**config.mk**
```make
export PLATFORM = sky130hd
export DESIGN_NAME = pipe_stage_reg
export DESIGN_NICKNAME = d
export VERILOG_FILES = /design/src/rtl/pipe_stage_reg.sv
export SDC_FILE = /design/constraint.sdc
export NUM_CORES = 1
export LEC_CHECK = 0
export BUFFER_PORTS_ARGS = -buffer_cell sky130_fd_sc_hd__buf_2
export CORE_ASPECT_RATIO = 2
export CORE_UTILIZATION = 31
export CTS_CLUSTER_DIAMETER = 30
export DETAILED_ROUTE_END_ITERATION = 6
export GPL_TIMING_DRIVEN = 0
export SYNTH_ARGS = -nofsm -noshare
export SYNTH_HDL_FRONTEND = slang
export SYNTH_SLANG_ARGS = --single-unit
```
**constraint.sdc**
```tcl
create_clock -name clk -period 1.5 [get_ports clk]
set_clock_uncertainty 0.15 [all_clocks]
set_input_delay 0.15 -clock clk [delete_from_list [all_inputs] [get_ports clk]]
set_output_delay 0.15 -clock clk [all_outputs]
set_load 0.05 [all_outputs]
```
**src/rtl/pipe_stage_reg.sv**
```systemverilog
// Valid/ready pipeline stage register (1-cycle latency) with flush-to-bubble; PIPE_STAGE_SKID_EN adds a skid entry.
// Backpressure: in_ready = !out_valid || out_ready, or a registered !skid_valid when PIPE_STAGE_SKID_EN is defined.
module pipe_stage_reg #(
  parameter int CTRL_W = 8,
  parameter int DATA_W = 64
) (
  input  logic              clk,
  input  logic              clr_n,
  input  logic              flush,
  input  logic              in_valid,
  output logic              in_ready,
  input  logic [CTRL_W-1:0] in_ctrl,
  input  logic [DATA_W-1:0] in_data,
  output logic              out_valid,
  input  logic              out_ready,
  output logic [CTRL_W-1:0] out_ctrl,
  output logic [DATA_W-1:0] out_data
);

  logic              r_rdy_en;
  logic              r_m_vld;
  logic [CTRL_W-1:0] r_m_ctrl;
  logic [DATA_W-1:0] r_m_data;
  logic              w_in_xfer;
  logic              w_m_free;

  // Held low through reset and the release edge so nothing transfers there.
  always_ff @(posedge clk or negedge clr_n) begin
    if (!clr_n) r_rdy_en <= 1'b0;
    else        r_rdy_en <= 1'b1;
  end

  assign w_m_free  = !r_m_vld || out_ready;
  assign w_in_xfer = in_valid && in_ready;

`ifdef PIPE_STAGE_SKID_EN
  logic              r_s_vld;
  logic [CTRL_W-1:0] r_s_ctrl;
  logic [DATA_W-1:0] r_s_data;

  assign in_ready = r_rdy_en && !r_s_vld;

  always_ff @(posedge clk or negedge clr_n) begin
    if (!clr_n) begin
      r_m_vld  <= 1'b0;
      r_m_ctrl <= '0;
      r_m_data <= '0;
      r_s_vld  <= 1'b0;
      r_s_ctrl <= '0;
      r_s_data <= '0;
    end else if (flush) begin
      r_m_vld  <= 1'b0;
      r_m_ctrl <= '0;
      r_s_vld  <= 1'b0;
      r_s_ctrl <= '0;
    end else if (w_m_free) begin
      // Skid holds the older entry, so it refills M first; in_ready is low then.
      if (r_s_vld) begin
        r_m_vld  <= 1'b1;
        r_m_ctrl <= r_s_ctrl;
        r_m_data <= r_s_data;
        r_s_vld  <= 1'b0;
      end else if (w_in_xfer) begin
        r_m_vld  <= 1'b1;
        r_m_ctrl <= in_ctrl;
        r_m_data <= in_data;
      end else begin
        r_m_vld  <= 1'b0;
      end
    end else if (w_in_xfer) begin
      r_s_vld  <= 1'b1;
      r_s_ctrl <= in_ctrl;
      r_s_data <= in_data;
    end
  end
`else
  assign in_ready = r_rdy_en && w_m_free;

  always_ff @(posedge clk or negedge clr_n) begin
    if (!clr_n) begin
      r_m_vld  <= 1'b0;
      r_m_ctrl <= '0;
      r_m_data <= '0;
    end else if (flush) begin
      r_m_vld  <= 1'b0;
      r_m_ctrl <= '0;
    end else if (w_in_xfer) begin
      r_m_vld  <= 1'b1;
      r_m_ctrl <= in_ctrl;
      r_m_data <= in_data;
    end else if (out_ready) begin
      r_m_vld  <= 1'b0;
    end
  end
`endif

  assign out_valid = r_m_vld;
  assign out_ctrl  = r_m_vld ? r_m_ctrl : '0;
  assign out_data  = r_m_data;

endmodule

```
Word-level counts from Yosys, hierarchy flattened
Cells that the tools add are included.

Register bits: 74. Output and inout port bits: 74.

Multiplexer cells: 6. Bitwise logic cells: 1. Reduce and logical (&&, ||, !) cells: 7.

Operator list (count): 8-bit 2-to-1 mux (3); 1-bit 2-to-1 mux (3); 3-bit nonzero test (1); 1-bit logical AND (2); 2-bit AND reduction (1); 2-bit nonzero test (1); 1-bit zero test (1); 1-bit logical OR (1); 1-bit NOT (1).

Logic depth before layout (Yosys ltp)
Gate-level depths: netlist of run 1.

Depth in word-level cells: 6. Depth in mapped cells: 5. Gate-level depth less buffers: 3.

Least setup slack after synthesis of run 1
Ideal clock, no wire load.

Kind: register to register. Start point: reg r_m_vld (netlist: out_valid). End point: reg r_m_data[0] (netlist: out_data[0]). Library setup time: 125 ps. Data arrival time: 1620 ps. Data required time: 1225 ps. Setup slack: -395 ps. Stages on the path, launching flop included: 6. Path buffers: 2. Clock period less this slack: 1895 ps. Cells stage by stage: dfrtp_1 nand2b_2 and4b_1 buf_6 buf_6 mux2_4.

Cells in the longest elaborated chain, start to end: 5.

RTL lines: from (decl) (line 21) `logic r_m_vld;`; from (signal assigned) (line 81) `r_m_vld <= 1'b0;`; from (signal assigned) (line 85) `r_m_vld <= 1'b0;`; from (signal assigned) (line 88) `r_m_vld <= 1'b1;`; 1-bit zero test (line 33) `assign w_m_free = !r_m_vld || out_ready;`; 1-bit logical OR (line 33); 1-bit logical AND (line 77) `assign in_ready = r_rdy_en && w_m_free;`; 1-bit logical AND (line 34) `assign w_in_xfer = in_valid && in_ready;`; 2-bit AND reduction (no source line); to (signal assigned) (line 90) `r_m_data <= in_data;`; to (decl) (line 23) `logic [DATA_W-1:0] r_m_data;`.

No other way between the ends. A chain may end at the register's enable or synchronous reset.

Worst setup path after layout of run 1
Start point: reg r_m_vld (netlist: out_valid). End point: reg r_m_data[26] (netlist: out_data[26]).

The elaborated chain is that of the path after synthesis.

==> out/metrics.yaml, run 1 <==
hp-start: "flush"
io-pin-count: 151
ys_ff_latch: 74
start_kind: "flip-flop"
worstReg2RegEnd: "out_data[26]"
gp_congestion: 0.706
die_area_um2: 10300
vias: 2299
synth_cell_types: 11
insertion_delay_ns: 0.32
wire_per_inst_um: 14.9
path_depth: 5
regArea_um2: 1850
hpwl_mm: 4.95
syn-num-nets: 245
fillers: 767
grt_max_degree: 75
ys_seq_area_share_pct: 60.6
drc: 0
r2r_setup_slack_ns: -0.16
place_area_um2: 4000
routed_wl_mm: 8.04
p_leak_nw: 2.57
grt_use_total_pct: 15.9
start_util_pct: 32.3
clockBufferDepth: 2
postRouteAntennaNets: 0
switching_share_pct: 36.2
fin_crit_ns: 1.66
die_h_um: 142
worstPathArrival_ns: 1.72
drv_cap: 0
path_class: "reg2reg"
grt_pass1_wl_mm: 12.3
synth_top_area_share_pct: 60.6
pwr-share-seq_pct: 33.6
outcome: "complete, but fails checks"
setup_slack_ns: -0.164
antenna_cells: 0
synth_warnings: 0
finalHoldViolCount: 0
pwr-share-clk_pct: 31.2
reg2reg_from: "out_valid"
critical-path-top-delay-family: "flip-flops"
synth_top_area_cell: "dfrtp_1"
nets: 483
slew_headroom_pct: 46.8
synth_area_leaders: "dfrtp_1 (61%), mux2_4 (30%), buf_6 (2.9%)"
worst-path-buf-inv: 2
slowest_delay_ns: 0.42
cts_tree: "yes"
synth_edf_count: 0
clock_sinks: 74
io_buffers: 150
stdcell_area_um2: 5170
drt_iter0_drc: 78
grt_pass1_vias: 2486
yosysMostFrequentCell: "dfrtp_1"
first_pass_iters: 3
holdPathEnd: "r_m_ctrl[5]"
htreeDepth: 3
whs_ns: 0.157
antenna_found_initial: 0
core-area_um2: 9450
hold_depth: 3
pwr-share-comb_pct: 35.2
fin_crit_sh_pct: 111
power_density_nw_per_um2: 1470
gr-total-overflow: 0
max_slew.worst_pin.slew_ns: 0.794
synth_ff_type: "dfrtp_1"
finalMaxSlewViolations: 0
p_int_w: 0.00487
area_delta_synth_final_pct: 69.4
vdd_drop_max_mv: 0.574
synth_commonest_cells: "dfrtp_1 (74), mux2_4 (61), and2_1 (9)"
crit_path_end_kind: "flip-flop"
rows: 50
min_path_type: "in2reg"
crit_fanout: 10
cts_root_buf: "clkbuf_16"
syn_area_um2: 3050
slowest_stage: "dfrtp_2"
die_w_um: 72.2
syn_avg_cell_area_um2: 18.2
power.switching_w: 0.00276
synth_cells: 168
setup_viol: 77
viasPerCell: 4.25
cts_buffers: 9
path_clk_slew_ns: 0.06
drive_gt1_share_pct: 58.2
path_cells: "nand2b_4 -> and4b_1 -> buf_12 -> buf_8 -> mux2_4"
rsz0062_at_grt: "true"
rr_worst_depth: 5
async_flop_share_pct: 100
multiInputGateArea_um2: 1120
violations: "negative setup slack"
fmax_ghz: 0.601
required_ns: 1.55
==> stage by stage <==
| step | TNS [ns] | power [W] | utilization (%) | worst slack, ns | std cells |
|---|---|---|---|---|---|
| 4_1_cts | -10.46 | 0.00769 | 54.6 | -0.180 | 540 |
| 3_3_place_gp | -37.49 | 0.00507 | 42.3 | -0.409 | 448 |
| 3_5_place_dp | -17.44 | 0.00509 | 42.3 | -0.280 | 448 |
| 2_1_floorplan | -16.34 | 0.00446 | - | -0.251 | 168 |
| 5_1_grt | -12.90 | 0.00792 | 54.8 | -0.204 | 541 |
| 6_report | -9.41 | 0.00762 | 54.8 | -0.164 | 541 |
==> power by group through the flow <==
stage / clock (W) / sequential [W] / combinational (W)
floorplan: 0 / 0.00385 / 0.000607
global route: 0.00254 / 0.00260 / 0.00278
CTS: 0.00245 / 0.00256 / 0.00268
global placement: 0 / 0.00257 / 0.00249
finish: 0.00238 / 0.00256 / 0.00268
detailed placement: 0 / 0.00258 / 0.00251
==> worst reg2reg max path, cell delays in order, from the launching register on <==
cell and delay (ns):
dfrtp_2 0.42, nand2b_4 0.08, and4b_1 0.24, buf_12 0.17, buf_8 0.17, mux2_4 0.31
==> layout by cell type, fill, tap and decap left out <==
master / n
a22o_1: 8
a31oi_1: 1
and2_1: 9
and4b_1: 1
buf_12: 2
buf_2: 140
buf_4: 3
buf_6: 10
buf_8: 5
bufinv_16: 2
clkbuf_16: 9
clkbuf_8: 2
clkinv_4: 1
clkinvlp_4: 1
conb_1: 1
dfrtp_1: 73
dfrtp_2: 1
dlygate4sd3_1: 75
inv_6: 1
mux2_1: 3
mux2_4: 61
nand2b_4: 1
o21bai_1: 1
==> final cells by class <==
class                           instances  share of cell area (%)
Sequential cell                        74                    35.8
Tap cell                              130                    3.14
Clock buffer                           11                    4.89
Buffer                                  8                    2.44
Clock inverter                          5                    1.64
Multi-Input combinational cell         86                    21.6
Timing Repair Buffer                  227                    30.5
==> layer usage <==
layer / global-route usage, % / vias to the layer above / share of wire, %
li1: - / 1064 / -
met1: 16.3 / 1132 / 36
met2: 29.3 / 85 / 57
met3: 2.55 / 18 / 3.4
met4: 9.18 / 0 / 3.2
met5: 0 / - / 0
==> timing repair <==
action | in CTS | in global routing
resized for setup | 20 | 1
hold buffers | 75 | 0
buffers inserted | 1 | 1
setup endpoints to repair | 82 | 81
endpoints found under the hold margin | 147 | 0
==> logic make-up after synthesis <==
| group | share of synthesized area [%] |
|---|---|
| AO/OA/AOI/OAI | 2.75 |
| buffers and inverters | 2.95 |
| flip-flops | 60.6 |
| multiplexers | 31.1 |
| other | 0.123 |
| AND/OR/NAND/NOR | 2.46 |
==> worst max path at each step <==
stage | startpoint | end | slack (ns)
2_1_floorplan | out_valid | out_data[0] | -0.25
3_3_place_gp | clr_n | out_valid | -0.41
3_5_place_dp | out_valid | out_data[14] | -0.28
4_1_cts | out_valid | out_data[26] | -0.18
5_1_grt | out_valid | out_data[22] | -0.20
6_report | out_valid | out_data[26] | -0.16
==> sequential cells by signal (all words and copies together), names as in the netlist <==
register	count
out_valid	1
out_data	64
r_m_ctrl	8
r_rdy_en	1
Note: power is estimated with default switching activity, not from simulation.
==> inputs of run 2 (changes only) <==
ABC_AREA = 1   (was unset)
CTS_BUF_LIST = sky130_fd_sc_hd__clkbuf_4   (was unset)
==> out/metrics.yaml, run 2 <==
slew_headroom_pct: 59.6  # was 46.8%
drive_gt1_share_pct: 47.6  # was 58.2%
core-area_um2: 9760  # was 9450 um^2
max_slew.worst_pin.slew_ns: 0.604  # was 0.794 ns
async_flop_share_pct: 100  # unchanged
synthAdderAreaFrac_pct: 0  # unchanged
setup_viol: 71  # was 77
io_buffers: 150  # unchanged
area_delta_synth_final_pct: 81.1  # was 69.4%
setup_slack_ns: -0.222  # was -0.164 ns
outcome: "complete, but fails checks"  # unchanged
antenna_found_initial: 1  # was 0
worstPathArrival_ns: 1.42  # was 1.72 ns
min_path_type: "in2async"  # was in2reg
crit_fanout: 4  # was 10
syn_area_um2: 3120  # was 3050 um^2
fin_crit_ns: 1.72  # was 1.66 ns
cts_tree: "yes"  # unchanged
p_leak_nw: 2.98  # was 2.57 nW
synth_mux_area_share_pct: 0  # was 31.1%
gr-total-overflow: 0  # unchanged
fin_crit_sh_pct: 115  # was 111%
rows: 51  # was 50
finalHoldViolCount: 0  # unchanged
path_clk_slew_ns: 0.12  # was 0.06 ns
mostFrequentLayoutCells: "buf_2 (139), dlygate4sd3_1 (76), nand4_1 (73), dfrtp_1 (73), nand2_2 (68)"  # was buf_2 (140), dlygate4sd3_1 (75), dfrtp_1 (73)
viasPerCell: 4.90  # was 4.25
power_density_nw_per_um2: 1120  # was 1470 nW/um^2
synth_cells: 346  # was 168
die_area_um2: 10500  # was 10,300 um^2
die_w_um: 72.9  # was 72.2 um
clock_sinks: 74  # unchanged
rr_worst_depth: 7  # was 5
drv_cap: 0  # unchanged
syn-num-nets: 423  # was 245
syn_avg_cell_area_um2: 9.01  # was 18.2 um^2
yosysMostFrequentCell: "nand2_1"  # was dfrtp_1
insertion_delay_ns: 0.43  # was 0.32 ns
required_ns: 1.20  # was 1.55 ns
fillers: 875  # was 767
synth_ff_type: "dfrtp_1"  # unchanged
synth_top_area_share_pct: 59.4  # was 60.6%
gp_congestion: 0.852  # was 0.706
drc: 0  # unchanged
post-place-ws_ns: -0.150  # was -0.280 ns
path_cells: "buf_6 -> a21oi_4 -> buf_6 -> buf_8"  # was nand2b_4 -> and4b_1 -> buf_12 -> buf_8 -> mux2_4
fmax_ghz: 0.581  # was 0.601 GHz
grt_pass1_wl_mm: 17.2  # was 12.3 mm
critPathMostFrequentCell: "buf_6"
grt_use_total_pct: 21.7  # was 15.9%
slowest_stage: "dfrtp_2"  # unchanged
start_util_pct: 31.9  # was 32.3%
first_pass_iters: 4  # was 3
clockBufferDepth: 2  # unchanged
worstReg2RegEnd: "out_data[18]"  # was out_data[26]
synth_top_family_by_area: "simple AND/OR/NAND/NOR gates"  # was multiplexers
grt_max_degree: 63  # was 75
synth_cell_types: 12  # was 11
final_common_cell: "buf_2"  # unchanged
violations: "negative setup slack"  # unchanged
drt_iter0_drc: 136  # was 78
synth_edf_count: 0  # unchanged
p_total_w: 0.00633  # was 0.00762 W
ys_ff_latch: 74  # unchanged
htreeDepth: 3  # unchanged
hpwl_mm: 6.99  # was 4.95 mm
nets: 681  # was 483
synth_commonest_cells: "nand2_1 (145), dfrtp_1 (74), nand4_1 (73)"  # was dfrtp_1 (74), mux2_4 (61), and2_1 (9)
finalMaxSlewViolations: 0  # unchanged
rsz0062_at_grt: "true"  # unchanged
cts_buffers: 9  # unchanged
io-pin-count: 151  # unchanged
path_class: "reg2out"  # was reg2reg
postRouteAntennaNets: 0  # unchanged
r2r_setup_slack_ns: -0.17  # was -0.16 ns
synth_area_leaders: "dfrtp_1 (59%), nand2_1 (17%), nand4_1 (15%)"  # was dfrtp_1 (61%), mux2_4 (30%), buf_6 (2.9%)
crit_path_end_kind: "output port"  # was flip-flop
die_h_um: 144  # was 142 um
slowest_delay_ns: 0.45  # was 0.42 ns
cts_root_buf: "clkbuf_4"  # was clkbuf_16
start_kind: "flip-flop"  # unchanged
routed_wl_mm: 11.7  # was 8.04 mm
fin_setup_tns_ns: -8.60  # was -9.41 ns
synth_warnings: 0  # unchanged
wire_per_inst_um: 15.8  # was 14.9 um
reg2reg_from: "out_valid"  # unchanged
vias: 3634  # was 2,299
synth_top_area_cell: "dfrtp_1"  # unchanged
vdd_drop_max_mv: 0.522  # was 0.574 mV
synth-simple-area-share_pct: 33.6  # was 2.46%
ys_seq_area_share_pct: 59.4  # was 60.6%
grt_pass1_vias: 3510  # was 2,486
largest_reg_flops: 64  # unchanged
synth_compound_area_share_pct: 0.682  # was 2.74%
synth_xor_area_share_pct: 0  # unchanged
-- run 2: cell types whose count changed after synthesis, sizes merged, moves of 8 or more --
cell,previous run,this run
clkbuf,0,16
inv,0,11
and2,9,0
a22o,8,0
mux2,64,0
nand3,0,9
nand4,0,73
nand2,0,145
-- run 2: critical path: cells and delay by family (launching register included) --
family,cells,cell delay [ns]
flip-flops,1,0.45
buffers and inverters,3,0.41
AO/OA/AOI/OAI,1,0.14
-- run 2: what timing repair did --
item                                    4_1_cts  5_1_grt
buffers inserted                              8        4
gates cloned                                  6        4
pin swaps                                     1        3
endpoints found under the setup margin       71       83
hold buffers                                 76        0
hold endpoints to repair                    147        0
gates resized for setup                      46      116
-- run 2: power breakdown --
part / switching (W) / internal [W] / total, W
clock: 0.000709 / 0.000656 / 0.00137
sequential: 0.000225 / 0.00230 / 0.00252
combinational: 0.00170 / 0.000740 / 0.00244
-- run 2: cell type report --
| type | count | area (um^2) | area share [%] |
|---|---|---|---|
| clock inverter | 7 | 83.8 | 1.48 |
| timing repair buffer | 248 | 1900 | 33.6 |
| antenna | 1 | 2.50 | 0.0443 |
| multi-input combinational | 230 | 1320 | 23.4 |
| buffer | 30 | 213 | 3.77 |
| tap | 132 | 165 | 2.93 |
| sequential | 74 | 1850 | 32.8 |
| clock buffer | 9 | 67.6 | 1.20 |
| inverter | 11 | 43.8 | 0.776 |
-- run 2: cell families (layout without fill, tap and decap cells) --
| kind of cell | Yosys count | after routing |
|---|---|---|
| and+or+nand+nor | 227 | 227 |
| DFF | 74 | 74 |
| buffers and inverters | 42 | 305 |
| AOI/OAI and AO/OA | 2 | 2 |
| other | 1 | 2 |
-- run 2: per-stage QoR --
| step | hold WS [ns] | std cells | cell area [um^2] | utilization [%] |
|---|---|---|---|---|
| 2_1_floorplan | -0.296 | 346 | 3150 | - |
| 3_3_place_gp | 0.215 | 628 | 4070 | 41.7 |
| 3_5_place_dp | -0.130 | 629 | 4100 | 42.0 |
| 4_1_cts | 0.0380 | 735 | 5240 | 53.6 |
| 5_1_grt | 0.0799 | 742 | 5650 | 57.8 |
| 6_report | 0.0855 | 742 | 5650 | 57.8 |
-- run 2: worst max-delay path by stage --
stage / depth (start not counted) / start / end / slack, ns
5_1_grt: 4 / out_valid / in_ready / -0.27
4_1_cts: 4 / out_valid / in_ready / -0.22
2_1_floorplan: 7 / out_valid / out_data[10] / -0.01
3_5_place_dp: 4 / out_valid / in_ready / -0.15
3_3_place_gp: 1 / clr_n / out_valid / -0.48
6_report: 4 / out_valid / in_ready / -0.22
-- run 2: routing by layer --
metal	GRT usage [%]	share of wire (%)	vias up
met5	0	0	-
met4	13.6	4.8	0
met3	4.14	4.1	48
met2	38.3	56	162
met1	23.0	35	1732
li1	-	-	1692
==> inputs of run 3 (changes only) <==
CORE_UTILIZATION = 43   (was 31)
PLACE_DENSITY = 0.78   (was unset)
==> out/metrics.yaml, run 3 (synthesized netlist as in run 2, its figures left out) <==
io-pin-count: 151  # unchanged
mostFrequentLayoutCells: "buf_2 (142), nand2_1 (139), dlygate4sd3_1 (76)"  # was buf_2 (139), dlygate4sd3_1 (76), nand4_1 (73), dfrtp_1 (73), nand2_2 (68)
routed_wl_mm: 11.2  # was 11.7 mm
worst-path-buf-inv: 3  # unchanged
start_kind: "flip-flop"  # unchanged
cts_root_buf: "clkbuf_4"  # unchanged
rows: 43  # was 51
io_buffers: 150  # unchanged
cts_tree: "yes"  # unchanged
final_util_pct: 73.1  # was 57.8%
use_met2_pct: 53.6  # was 38.3%
nets: 671  # was 681
area_delta_synth_final_pct: 64.0  # was 81.1%
crit_fanout: 5  # was 4
gp_congestion: 0.810  # was 0.852
final_common_cell: "buf_2"  # unchanged
start_util_pct: 44.6  # was 31.9%
drv_cap: 0  # unchanged
violations: "negative setup slack"  # unchanged
wire_per_inst_um: 16.2  # was 15.8 um
grt_pass1_wl_mm: 17.6  # was 17.2 mm
busiest_layer: "met2"  # unchanged
gr-total-overflow: 0  # unchanged
rsz0062_at_grt: "true"  # unchanged
grt_use_total_pct: 30.1  # was 21.7%
fin_crit_sh_pct: 113  # was 115%
hpwl_mm: 6.41  # was 6.99 mm
regArea_um2: 1850  # unchanged
vdd_drop_max_mv: 0.819  # was 0.522 mV
finalMaxSlewViolations: 0  # unchanged
gr-usage-met1_pct: 32.4  # was 23.0%
p_total_w: 0.00577  # was 0.00633 W
slowest_stage: "dfrtp_2"  # unchanged
path_clk_slew_ns: 0.11  # was 0.12 ns
crit_path_end_kind: "output port"  # unchanged
clock_sinks: 74  # unchanged
setup_viol: 73  # was 71
outcome: "complete, but fails checks"  # unchanged
cts_buffers: 9  # unchanged
drive_gt1_share_pct: 33.7  # was 47.6%
slowest_delay_ns: 0.45  # about the same
fmax_ghz: 0.592  # was 0.581 GHz
hold_depth: 4
finalHoldViolCount: 0  # unchanged
multiInputGateArea_um2: 1090  # was 1320 um^2
drt_iter0_drc: 261  # was 136
first_pass_iters: 4  # unchanged
rr_worst_depth: 7  # unchanged
insertion_delay_ns: 0.41  # was 0.43 ns
path_cells: "buf_6 -> a21oi_4 -> buf_6 -> buf_8"  # unchanged
min_path_type: "in2reg"  # was in2async
postRouteAntennaNets: 0  # unchanged
path_depth: 4  # unchanged
critical-path-top-delay-family: "flip-flops"  # unchanged
htreeDepth: 3  # unchanged
grt_max_degree: 73  # was 63
required_ns: 1.20  # about the same
power_density_nw_per_um2: 1130  # was 1120 nW/um^2
largest_reg_flops: 64  # unchanged
core-area_um2: 6990  # was 9760 um^2
p_leak_nw: 2.84  # was 2.98 nW
fin_crit_ns: 1.69  # was 1.72 ns
setup_slack_ns: -0.189  # was -0.222 ns
critPathMostFrequentCell: "buf_6"  # unchanged
fillers: 515  # was 875
use_met3_pct: 5.95  # was 4.14%
viasPerCell: 5.24  # was 4.90
path_class: "reg2out"  # unchanged
worstPathArrival_ns: 1.39  # was 1.42 ns
die_area_um2: 7610  # was 10,500 um^2
vias: 3613  # was 3,634
drc: 0  # unchanged
die_w_um: 62.2  # was 72.9 um
clockBufferDepth: 2  # unchanged
grt_pass1_vias: 3764  # was 3,510
antenna_found_initial: 1  # unchanged
die_h_um: 122  # was 144 um
==> run 3: changes by cell type in the layout (fill, tap and decap cells not counted), sizes merged <==
cell,before,now
buf,179,174
clkbuf,32,28
bufinv,2,0
clkinv,4,6
clkinvlp,1,0
==> run 3: cell type report <==
cell class | count | share of cell area (%)
sequential | 74 | 36.3
timing repair buffer | 237 | 33.2
multi-input combinational | 230 | 21.3
buffer | 31 | 4.24
tap | 90 | 2.20
clock buffer | 10 | 1.47
inverter | 11 | 0.808
clock inverter | 6 | 0.465
antenna | 1 | 0.0490
==> run 3: metal layers <==
layer | up-vias | share of wire [%]
li1 | 1661 | -
met2 | 179 | 54
met3 | 56 | 4.5
met5 | - | 0
met1 | 1717 | 36
met4 | 0 | 5.2
==> run 3: timing repair <==
item | in CTS | in global routing
endpoints found under the hold margin | 147 | 0
pin swaps | 1 | 1
gates resized for setup | 30 | 17
gates cloned | 1 | 2
endpoints found under the setup margin | 70 | 82
hold buffers | 76 | 0
setup buffers | 5 | 3
==> run 3: power by group <==
part | internal (W) | switching, W | total (W)
clock | 0.000331 | 0.000674 | 0.00100
combinational | 0.000623 | 0.00166 | 0.00228
sequential | 0.00230 | 0.000178 | 0.00248
==> run 3: worst paths after layout <==
kind / startpoint / endpoint / slack, ns
worst min register to register: out_data[27] / out_data[27] / 0.33
worst min-delay path: in_valid / r_m_ctrl[1] / 0.06
min in group asynchronous: clr_n / out_data[54] / 0.16
worst max register to register: out_valid / out_data[2] / -0.09
max in group asynchronous: clr_n / out_data[57] / 0.58
worst max-delay path: out_valid / in_ready / -0.19
==> run 3: worst min-delay path, delay by kind of cell <==
kind | cells | cell delay (ns)
and+or+nand+nor | 2 | 0.15
buffers and inverters | 2 | 0.30
==> run 3: metrics by stage <==
stage	hold WS (ns)	instance area (um^2)	setup WS, ns	instances	TNS (ns)
after global placement	0.218	4020	-0.418	586	-23.01
final	0.0617	5110	-0.189	690	-3.53
after detailed placement	-0.193	4050	-0.108	587	-2.27
after global routing	0.0786	5110	-0.243	690	-8.56
after floorplan	-0.296	3150	-0.0138	346	-0.672
after CTS	0.0445	5030	-0.187	685	-7.62
